==> src/rtl/pico_board_seq_if.sv <==
// PicoBlaze port-mapped sequencer that checks or commits a list of board-RAM cells,
// aggregating validity into status registers, and owns the interrupt latch.
module pico_board_seq_if #(
    parameter logic [7:0]        PORT_BASE   = 8'h20,
    parameter int                MAX_CELLS   = 5,
    parameter int                ADDR_W      = 8,
    parameter int                DATA_W      = 2,
    parameter int                RAM_LAT     = 1,
    parameter logic [ADDR_W-1:0] OOB_ADDR    = {ADDR_W{1'b1}},
    parameter bit                IRQ_ON_DONE = 1'b1
) (
    input  logic              clk,
    input  logic              reset,
    input  logic [7:0]        port_id,
    input  logic [7:0]        out_port,
    input  logic              write_strobe,
    output logic [7:0]        in_port,
    input  logic              interrupt_ack,
    input  logic              int_request,
    output logic              interrupt,
    output logic [ADDR_W-1:0] ram_addr,
    output logic              ram_we,
    output logic [DATA_W-1:0] ram_wdata,
    input  logic [DATA_W-1:0] ram_rdata,
    output logic              seq_busy
);
    localparam int CNT_W = $clog2(MAX_CELLS + 1);
    localparam logic [7:0] P_LIST = PORT_BASE;
    localparam logic [7:0] P_CMD  = PORT_BASE + 8'd1;
    localparam logic [7:0] P_WDAT = PORT_BASE + 8'd2;
    localparam logic [7:0] P_STAT = PORT_BASE + 8'd3;
    localparam logic [7:0] P_FIDX = PORT_BASE + 8'd4;

    localparam logic [2:0] S_IDLE = 3'd0, S_RD_ISSUE = 3'd1, S_RD_WAIT = 3'd2,
                           S_EVAL = 3'd3, S_WR = 3'd4, S_FIN = 3'd5;

    logic [MAX_CELLS-1:0][ADDR_W-1:0] list_q, list_d;
    logic [CNT_W-1:0]  cnt_q, cnt_d, idx_q, idx_d;
    logic [2:0]        state_q, state_d;
    logic [1:0]        lat_q, lat_d;
    logic [DATA_W-1:0] rdata_q, rdata_d, wdata_q, wdata_d, ram_wdata_q, ram_wdata_d;
    logic [ADDR_W-1:0] ram_addr_q, ram_addr_d;
    logic [7:0]        fail_idx_q, fail_idx_d, in_port_q, in_port_d;
    logic overflow_q, overflow_d, cmd_err_q, cmd_err_d, done_q, done_d, valid_q, valid_d;
    logic ram_we_q, ram_we_d, busy_q, busy_d, irq_q, irq_d;
    logic wr_list, wr_cmd, wr_wdat, cmd_clear, cmd_chk, cmd_com, cmd_bad, busy, seq_irq;

    function automatic logic [ADDR_W-1:0] cell_at(input logic [CNT_W-1:0] i);
        logic [ADDR_W-1:0] r;
        r = '0;
        for (int k = 0; k < MAX_CELLS; k++)
            if (CNT_W'(k) == i) r = list_q[k];
        return r;
    endfunction

    assign wr_list   = write_strobe && (port_id == P_LIST);
    assign wr_cmd    = write_strobe && (port_id == P_CMD);
    assign wr_wdat   = write_strobe && (port_id == P_WDAT);
    assign cmd_clear = wr_cmd && out_port[7];
    assign cmd_chk   = wr_cmd && !out_port[7] && out_port[0] && !out_port[1];
    assign cmd_com   = wr_cmd && !out_port[7] && out_port[1] && !out_port[0];
    assign cmd_bad   = wr_cmd && !out_port[7] && (out_port[0] == out_port[1]);
    assign busy      = (state_q != S_IDLE);

    always_comb begin
        list_d = list_q;  cnt_d = cnt_q;  idx_d = idx_q;  state_d = state_q;
        lat_d = lat_q;  rdata_d = rdata_q;  wdata_d = wdata_q;  fail_idx_d = fail_idx_q;
        overflow_d = overflow_q;  cmd_err_d = cmd_err_q;  done_d = done_q;  valid_d = valid_q;
        seq_irq = 1'b0;

        if (wr_list) begin
            if (busy) cmd_err_d = 1'b1;
            else if (cnt_q == CNT_W'(MAX_CELLS)) overflow_d = 1'b1;
            else begin
                for (int k = 0; k < MAX_CELLS; k++)
                    if (CNT_W'(k) == cnt_q) list_d[k] = out_port[ADDR_W-1:0];
                cnt_d = cnt_q + 1'b1;
            end
        end
        if (wr_wdat) begin
            if (busy) cmd_err_d = 1'b1;
            else wdata_d = out_port[DATA_W-1:0];
        end
        if (wr_cmd && !out_port[7] && (busy || cmd_bad)) cmd_err_d = 1'b1;

        case (state_q)
            S_IDLE: if (cmd_chk || cmd_com) begin
                valid_d = 1'b0;  fail_idx_d = 8'hFF;  idx_d = '0;  done_d = 1'b0;
                if (cnt_q == '0) begin
                    done_d = 1'b1;  state_d = S_FIN;
                end else if (cmd_chk)
                    state_d = (cell_at('0) == OOB_ADDR) ? S_EVAL : S_RD_ISSUE;
                else
                    state_d = S_WR;
            end
            S_RD_ISSUE: begin
                lat_d = '0;  state_d = S_RD_WAIT;
            end
            S_RD_WAIT: begin
                // Capture exactly RAM_LAT cycles after the address was issued
                if (lat_q == 2'(RAM_LAT - 1)) begin
                    rdata_d = ram_rdata;  state_d = S_EVAL;
                end else lat_d = lat_q + 1'b1;
            end
            S_EVAL: begin
                if (cell_at(idx_q) == OOB_ADDR || rdata_q != '0) begin
                    fail_idx_d = 8'(idx_q);  valid_d = 1'b0;  done_d = 1'b1;  state_d = S_FIN;
                end else if (idx_q == cnt_q - 1'b1) begin
                    valid_d = 1'b1;  done_d = 1'b1;  state_d = S_FIN;
                end else begin
                    idx_d = idx_q + 1'b1;
                    state_d = (cell_at(idx_q + 1'b1) == OOB_ADDR) ? S_EVAL : S_RD_ISSUE;
                end
            end
            S_WR: begin
                if (idx_q == cnt_q - 1'b1) begin
                    done_d = 1'b1;  state_d = S_FIN;
                end else idx_d = idx_q + 1'b1;
            end
            S_FIN: begin
                seq_irq = IRQ_ON_DONE;  state_d = S_IDLE;
            end
            default: state_d = S_IDLE;
        endcase

        if (cmd_clear) begin
            cnt_d = '0;  idx_d = '0;  overflow_d = 1'b0;  cmd_err_d = 1'b0;
            done_d = 1'b0;  valid_d = 1'b0;  state_d = S_IDLE;  seq_irq = 1'b0;
        end
    end

    // RAM-side outputs are registered from the next state so they line up with it
    always_comb begin
        ram_we_d    = (state_d == S_WR) && (cell_at(idx_d) != OOB_ADDR);
        ram_addr_d  = ram_addr_q;
        ram_wdata_d = ram_wdata_q;
        if (state_d == S_RD_ISSUE || ram_we_d) ram_addr_d = cell_at(idx_d);
        if (ram_we_d) ram_wdata_d = wdata_q;
        busy_d = (state_d != S_IDLE);
        irq_d  = interrupt_ack ? 1'b0 : ((int_request || seq_irq) ? 1'b1 : irq_q);
        case (port_id)
            P_LIST:  in_port_d = 8'(cnt_q);
            P_WDAT:  in_port_d = 8'(wdata_q);
            P_STAT:  in_port_d = {busy_q, done_q, valid_q, overflow_q, cmd_err_q, 3'b000};
            P_FIDX:  in_port_d = fail_idx_q;
            default: in_port_d = 8'h00;
        endcase
    end

    always_ff @(posedge clk) begin
        if (reset) begin
            list_q <= '0;  cnt_q <= '0;  idx_q <= '0;  state_q <= S_IDLE;  lat_q <= '0;
            rdata_q <= '0;  wdata_q <= '0;  fail_idx_q <= 8'hFF;  in_port_q <= 8'h00;
            overflow_q <= 1'b0;  cmd_err_q <= 1'b0;  done_q <= 1'b0;  valid_q <= 1'b0;
            ram_addr_q <= '0;  ram_we_q <= 1'b0;  ram_wdata_q <= '0;  busy_q <= 1'b0;  irq_q <= 1'b0;
        end else begin
            list_q <= list_d;  cnt_q <= cnt_d;  idx_q <= idx_d;  state_q <= state_d;  lat_q <= lat_d;
            rdata_q <= rdata_d;  wdata_q <= wdata_d;  fail_idx_q <= fail_idx_d;  in_port_q <= in_port_d;
            overflow_q <= overflow_d;  cmd_err_q <= cmd_err_d;  done_q <= done_d;  valid_q <= valid_d;
            ram_addr_q <= ram_addr_d;  ram_we_q <= ram_we_d;  ram_wdata_q <= ram_wdata_d;
            busy_q <= busy_d;  irq_q <= irq_d;
        end
    end

    assign in_port   = in_port_q;
    assign interrupt = irq_q;
    assign ram_addr  = ram_addr_q;
    assign ram_we    = ram_we_q;
    assign ram_wdata = ram_wdata_q;
    assign seq_busy  = busy_q;
endmodule

==> config.mk <==
export PLATFORM = sky130hd
export DESIGN_NAME = pico_board_seq_if
export DESIGN_NICKNAME = d
export VERILOG_FILES = /design/src/rtl/pico_board_seq_if.sv
export SDC_FILE = /design/constraint.sdc
export NUM_CORES = 1
export LEC_CHECK = 0
export BUFFER_PORTS_ARGS = -buffer_cell sky130_fd_sc_hd__buf_4
export CAP_MARGIN = 10
export CORE_MARGIN = 4
export CORE_UTILIZATION = 45
export DETAILED_ROUTE_END_ITERATION = 10
export PLACE_DENSITY = 0.73
export RECOVER_POWER = 100
export SYNTH_ARGS = -nofsm -noshare
export SYNTH_HDL_FRONTEND = slang
export SYNTH_SLANG_ARGS = --single-unit
==> constraint.sdc <==
create_clock -name clk -period 4 [get_ports clk]
set_clock_uncertainty 0.05 [all_clocks]
set_input_delay 0 -clock clk [delete_from_list [all_inputs] [get_ports clk]]
set_output_delay 0 -clock clk [all_outputs]
set_load 0.02 [all_outputs]
# == Word-level counts from Yosys, hierarchy flattened ==
# Cells that the tools add are included.
# totals
reg_bits,88
in_bits,23
output_inout_bits,21
word_cells,175
# op_classes
n_addsub,4
eq_ne,39
muxes,61
n_bitwise,2
reduce_logical,47
# op_table
op,count
two-way mux 8 bit,25
"equality test 8 x 6 -> 1 bit, second input constant",5
two-way mux 3 bit,12
one-hot mux 8 bit (4 select lines),1
"equality test 2 x 3 -> 1 bit, first input constant",8
"equality test 8 bit, second input constant",3
AND reduction 4 bit,5
one-hot mux 8 bit (2 select lines),1
logical NOT 3 bit,5
one-hot mux 3 bit (5 select lines),1
two-way mux 1 bit,14
"equality test 1 x 3 -> 1 bit, first input constant",4
"equality test 3 bit, first input constant",4
"equality test 3 bit, second input constant",4
logical AND 1 bit,12
AND reduction 3 bit,4
one-hot mux 3 bit (3 select lines),1
nonzero test 3 bit,3
"!= test 8 bit, second input constant",1
AND reduction 2 bit,4
"adder 3 x 1 -> 3 bit, second input constant",2
"equality test 3 x 1 -> 1 bit, second input constant",2
"equality test 3 x 2 -> 1 bit, second input constant",2
two-way mux 2 bit,3
15 further kinds,27

# == Depth between registers and ports, before layout ==
# logic_depth
ltp_word,21
mapped_depth,17
ltp_nobuf,14

# == Least setup slack after synthesis ==
# OpenSTA, ideal clock, no wires.
# synth_path
path_kind,register -> register
start,register idx_q[0]
end,register ram_addr_q[4] (netlist: ram_addr[4])
setup_time_ns,0.133
arrival_time_ns,3.773
required_time_ns,3.817
slack_ns,0.044
path_stages_with_launch,16
path_buffers,1
synth_period_minus_slack_ns,3.956
path_cell_list,dfxtp_1 buf_2 inv_1 ha_1 or3b_4 o32a_1 o31a_1 o2111a_2 a311o_4 nor3_4 a211oi_2 nor4_2 nand4_1 or4_4 a21oi_1 a211oi_1
# synth_via
elab_chain_len,21
word_cells_on_any_way,55
cone_classes,add/sub (1); eq/ne (18); mux (30); reduce/logical (6)
# synth_lines
item,line_no,rtl
from (decl),38,"logic [CNT_W-1:0] cnt_q, cnt_d, idx_q, idx_d;"
from (signal assigned),157,list_q <= list_d; cnt_q <= cnt_d; idx_q <= idx_d; state_q <= state_d; lat_q <= lat_d;
branches (longest 21 deep; another with adder 3 x 1 -> 3 bit),-,
to (signal assigned),160,ram_addr_q <= ram_addr_d; ram_we_q <= ram_we_d; ram_wdata_q <= ram_wdata_d;
to (decl),42,"logic [ADDR_W-1:0] ram_addr_q, ram_addr_d;"
# Parallel ways; which one is timed is not known. The select of a mux whose other input is x is not followed.
# A chain may end at the register's enable or synchronous reset.

# == Worst setup path after layout ==
# layout_path
start,register idx_q[1]
end,register ram_addr_q[6] (netlist: ram_addr[6])
# Same word-level chain as after synthesis.

==> flow_metrics.tcl <==
set metrics [dict create \
    layout_common_cells "buf_4, dfxtp_1, nor2_1" \
    max_slew_margin_pct 47.0 \
    max_freq_mhz 240 \
    synth_top_cell_by_area "dfxtp_1" \
    clock-sinks 84 \
    powerDensity_nw_per_um2 265 \
    io_buffers 43 \
    grtUsageTotal_pct 24.6 \
    syn_inst 568 \
    rrSetupSlack_ns -0.16 \
    ys_ff_latch 84 \
    num_rows 37 \
    worstSetupPathType "flop to flop" \
    endpoint_kind "flop" \
    area_delta_synth_final_pct 31.6 \
    finalHoldViolations 0 \
    final_common_cell "buf_4" \
    fin_nets 729 \
    antenna_found_initial 0 \
    fp.coreArea_um2 10300 \
    grt_pass1_wl_um 24700 \
    yosysSeqAreaShare_pct 35.6 \
    dp_hpwl_um 10900 \
    startpoint "idx_q[1]" \
    setup_ws_ns -0.163 \
    die-area_um2 12200 \
    antennaDiodeCount 0 \
    hold_ws_ns 0.0153 \
    cp.arrival_ns 4.33 \
    min_from "write_strobe" \
    violations "negative setup slack" \
    synthesis.area_um2 4730 \
    drv_slew 0 \
    antenna_left 0 \
    via_per_inst 5.76 \
    vias 4798 \
    clk_pin_slew_ns 0.09 \
    drt_iter0_markers 376 \
    hold_path_class "input port to flop" \
    cts-htree-levels 3 \
    synth_top_area_share_pct 35.6 \
    dpl-instance-area_um2 5590 \
    rr_endpoint "ram_addr[6]" \
    die_height_um 111 \
    die_x_um 111 \
    min_period_ns 4.16 \
    reg2reg_depth 17 \
    tightest_slew_ns 0.795 \
    synthArstFlopShare_pct 0 \
    setup_viol 11 \
    cp_data_required_time_ns 4.17 \
    synth_nets 604 \
    start_util_pct 46.0 \
    yosys-top-cells-area "dfxtp_1, mux2i_1, nor2_1" \
    gr-total-overflow 0 \
    cts_buffers 9 \
    pin_count 44 \
    drc 0 \
    routedWlPerCell_um 18.2 \
    max-vdd-ir-drop_mv 0.220 \
    layout-drive-gt1-share_pct 24.2 \
    ys.flop_type "dfxtp_1" \
    cts_tree "built" \
    fin_area_um2 6220 \
    clock_path_buffers 2 \
    rsz0062_at_grt "true" \
    post-place-ws_ns -0.0910 \
    status "finished with violations" \
    clock_latency_ns 0.37 \
    fill_cells 913 \
    dr.pass1.iters 5 \
    grt_pass1_vias 4844 \
    cts-root-buf "clkbuf_8" \
    final.setup.tns_ns -1.16 \
    postLayoutCoreUtil_pct 60.5 \
    yosysUniqueCellTypes 79 \
    max_cap_violations 0 \
    startpoint_type "flop" \
    grt_start_max_net_pins 77 \
    wirelength_um 15100 \
    p_leak_nw 2.54 \
    period_share_pct 104 \
    crit_path_end "ram_addr[6]" \
    yosys_warnings 0 \
    worstReg2RegStart "idx_q[1]" \
    place_congestion 0.967 \
    syn-mean-instance-area_um2 8.32 \
    path_max_fanout 6 \
    synth_edf_count 0 \
]
==> cells in the mapped netlist (all sizes together), types with 6 or more instances <==
cell / count
mux2i: 38
a22oi: 6
clkbuf: 16
inv: 13
buf: 11
nand4: 13
nand3: 29
a31oi: 8
nand2b: 16
nor3b: 7
and2: 9
nor2: 63
ha: 13
o21bai: 6
nand2: 58
nor3: 20
o211ai: 6
dfxtp: 84
o21ai: 23
nor2b: 7
a21oi: 39
==> registers in the layout, indices dropped and copies added, names as in the netlist <==
register	cells
lat_q	2
rdata_q	2
list_q	40
ram_we	1
state_q	3
overflow_q	1
in_port	8
ram_wdata	2
cmd_err_q	1
cnt_q	3
seq_busy	1
interrupt	1
wdata_q	2
valid_q	1
ram_addr	8
idx_q	3
fail_idx_q	4
done_q	1
==> repair_timing <==
item | 4_1_cts | 5_1_grt
resized for setup | 39 | 10
endpoints found under the setup margin | 10 | 11
hold buffers | 14 | 0
setup buffers | 11 | 9
pin swaps | 24 | 19
hold endpoints to repair | 47 | 0
==> layer usage <==
metal | routed length (µm) | part of all wire, % | vias to the layer above | global-route usage (%)
met1 | 6330 | 42 | 2261 | 30.9
li1 | - | - | 2312 | -
met2 | 7420 | 49 | 190 | 41.7
met4 | 361 | 2.4 | 0 | 8.54
met3 | 1030 | 6.8 | 35 | 4.93
met5 | 0 | 0 | - | 0
==> stage by stage <==
stage | cells | total power [mW]
floorplan | 568 | 0.887
global placement | 784 | 0.917
detailed placement | 784 | 0.919
CTS | 824 | 1.66
global route | 833 | 1.69
finish | 833 | 1.65
==> worst max-delay path: stages, from the launching register on <==
cell and delay (ns):
dfxtp_4 0.38, inv_4 0.05, ha_2 0.17, or3b_4 0.38, o32a_1 0.18, o31a_1 0.33, buf_6 0.14, o21ai_4 0.19
buf_6 0.15, o211a_4 0.17, o211ai_1 0.20, buf_4 0.22, a21o_1 0.17, a311oi_2 0.27, o22ai_2 0.18, or4_4 0.55
a21oi_2 0.18, a211oi_2 0.07
==> final cells by class <==
type                            instances  area (µm²)  area share (%)
Multi-Input combinational cell        444        3050            49.0
Sequential cell                        84        1690            27.2
Timing Repair Buffer                  141        1020            16.5
Tap cell                              136         170            2.74
Clock buffer                            9         124            1.99
Clock inverter                          6         113            1.81
Inverter                               13        53.8           0.865
==> worst min-delay path by stage <==
stage / slack, ns / depth (start not counted) / end
after floorplan: 0.03 / 1 / interrupt
after global placement: 0.11 / 2 / interrupt
after detailed placement: 0.12 / 2 / interrupt
after CTS: 0.02 / 4 / wdata_q[0]
after global routing: 0.06 / 4 / wdata_q[0]
final: 0.02 / 4 / wdata_q[0]
==> cell families after synthesis <==
logic type | share of synthesized area, %
XOR/XNOR | 1.40
multiplexers | 8.28
AO/OA/AOI/OAI | 19.7
adder cells (fa/ha/maj) | 3.44
AND/OR/NAND/NOR | 27.8
buffers and inverters | 3.73
flip-flops | 35.6
==> power by group <==
group	switching (mW)	leakage, nW	internal, mW
Sequential	0.000609	0.678	0.835
Combinational	0.0409	1.75	0.0329
Clock	0.324	0.120	0.414
Total	0.366	2.54	1.28
Power figures use the tool's default switching activity.
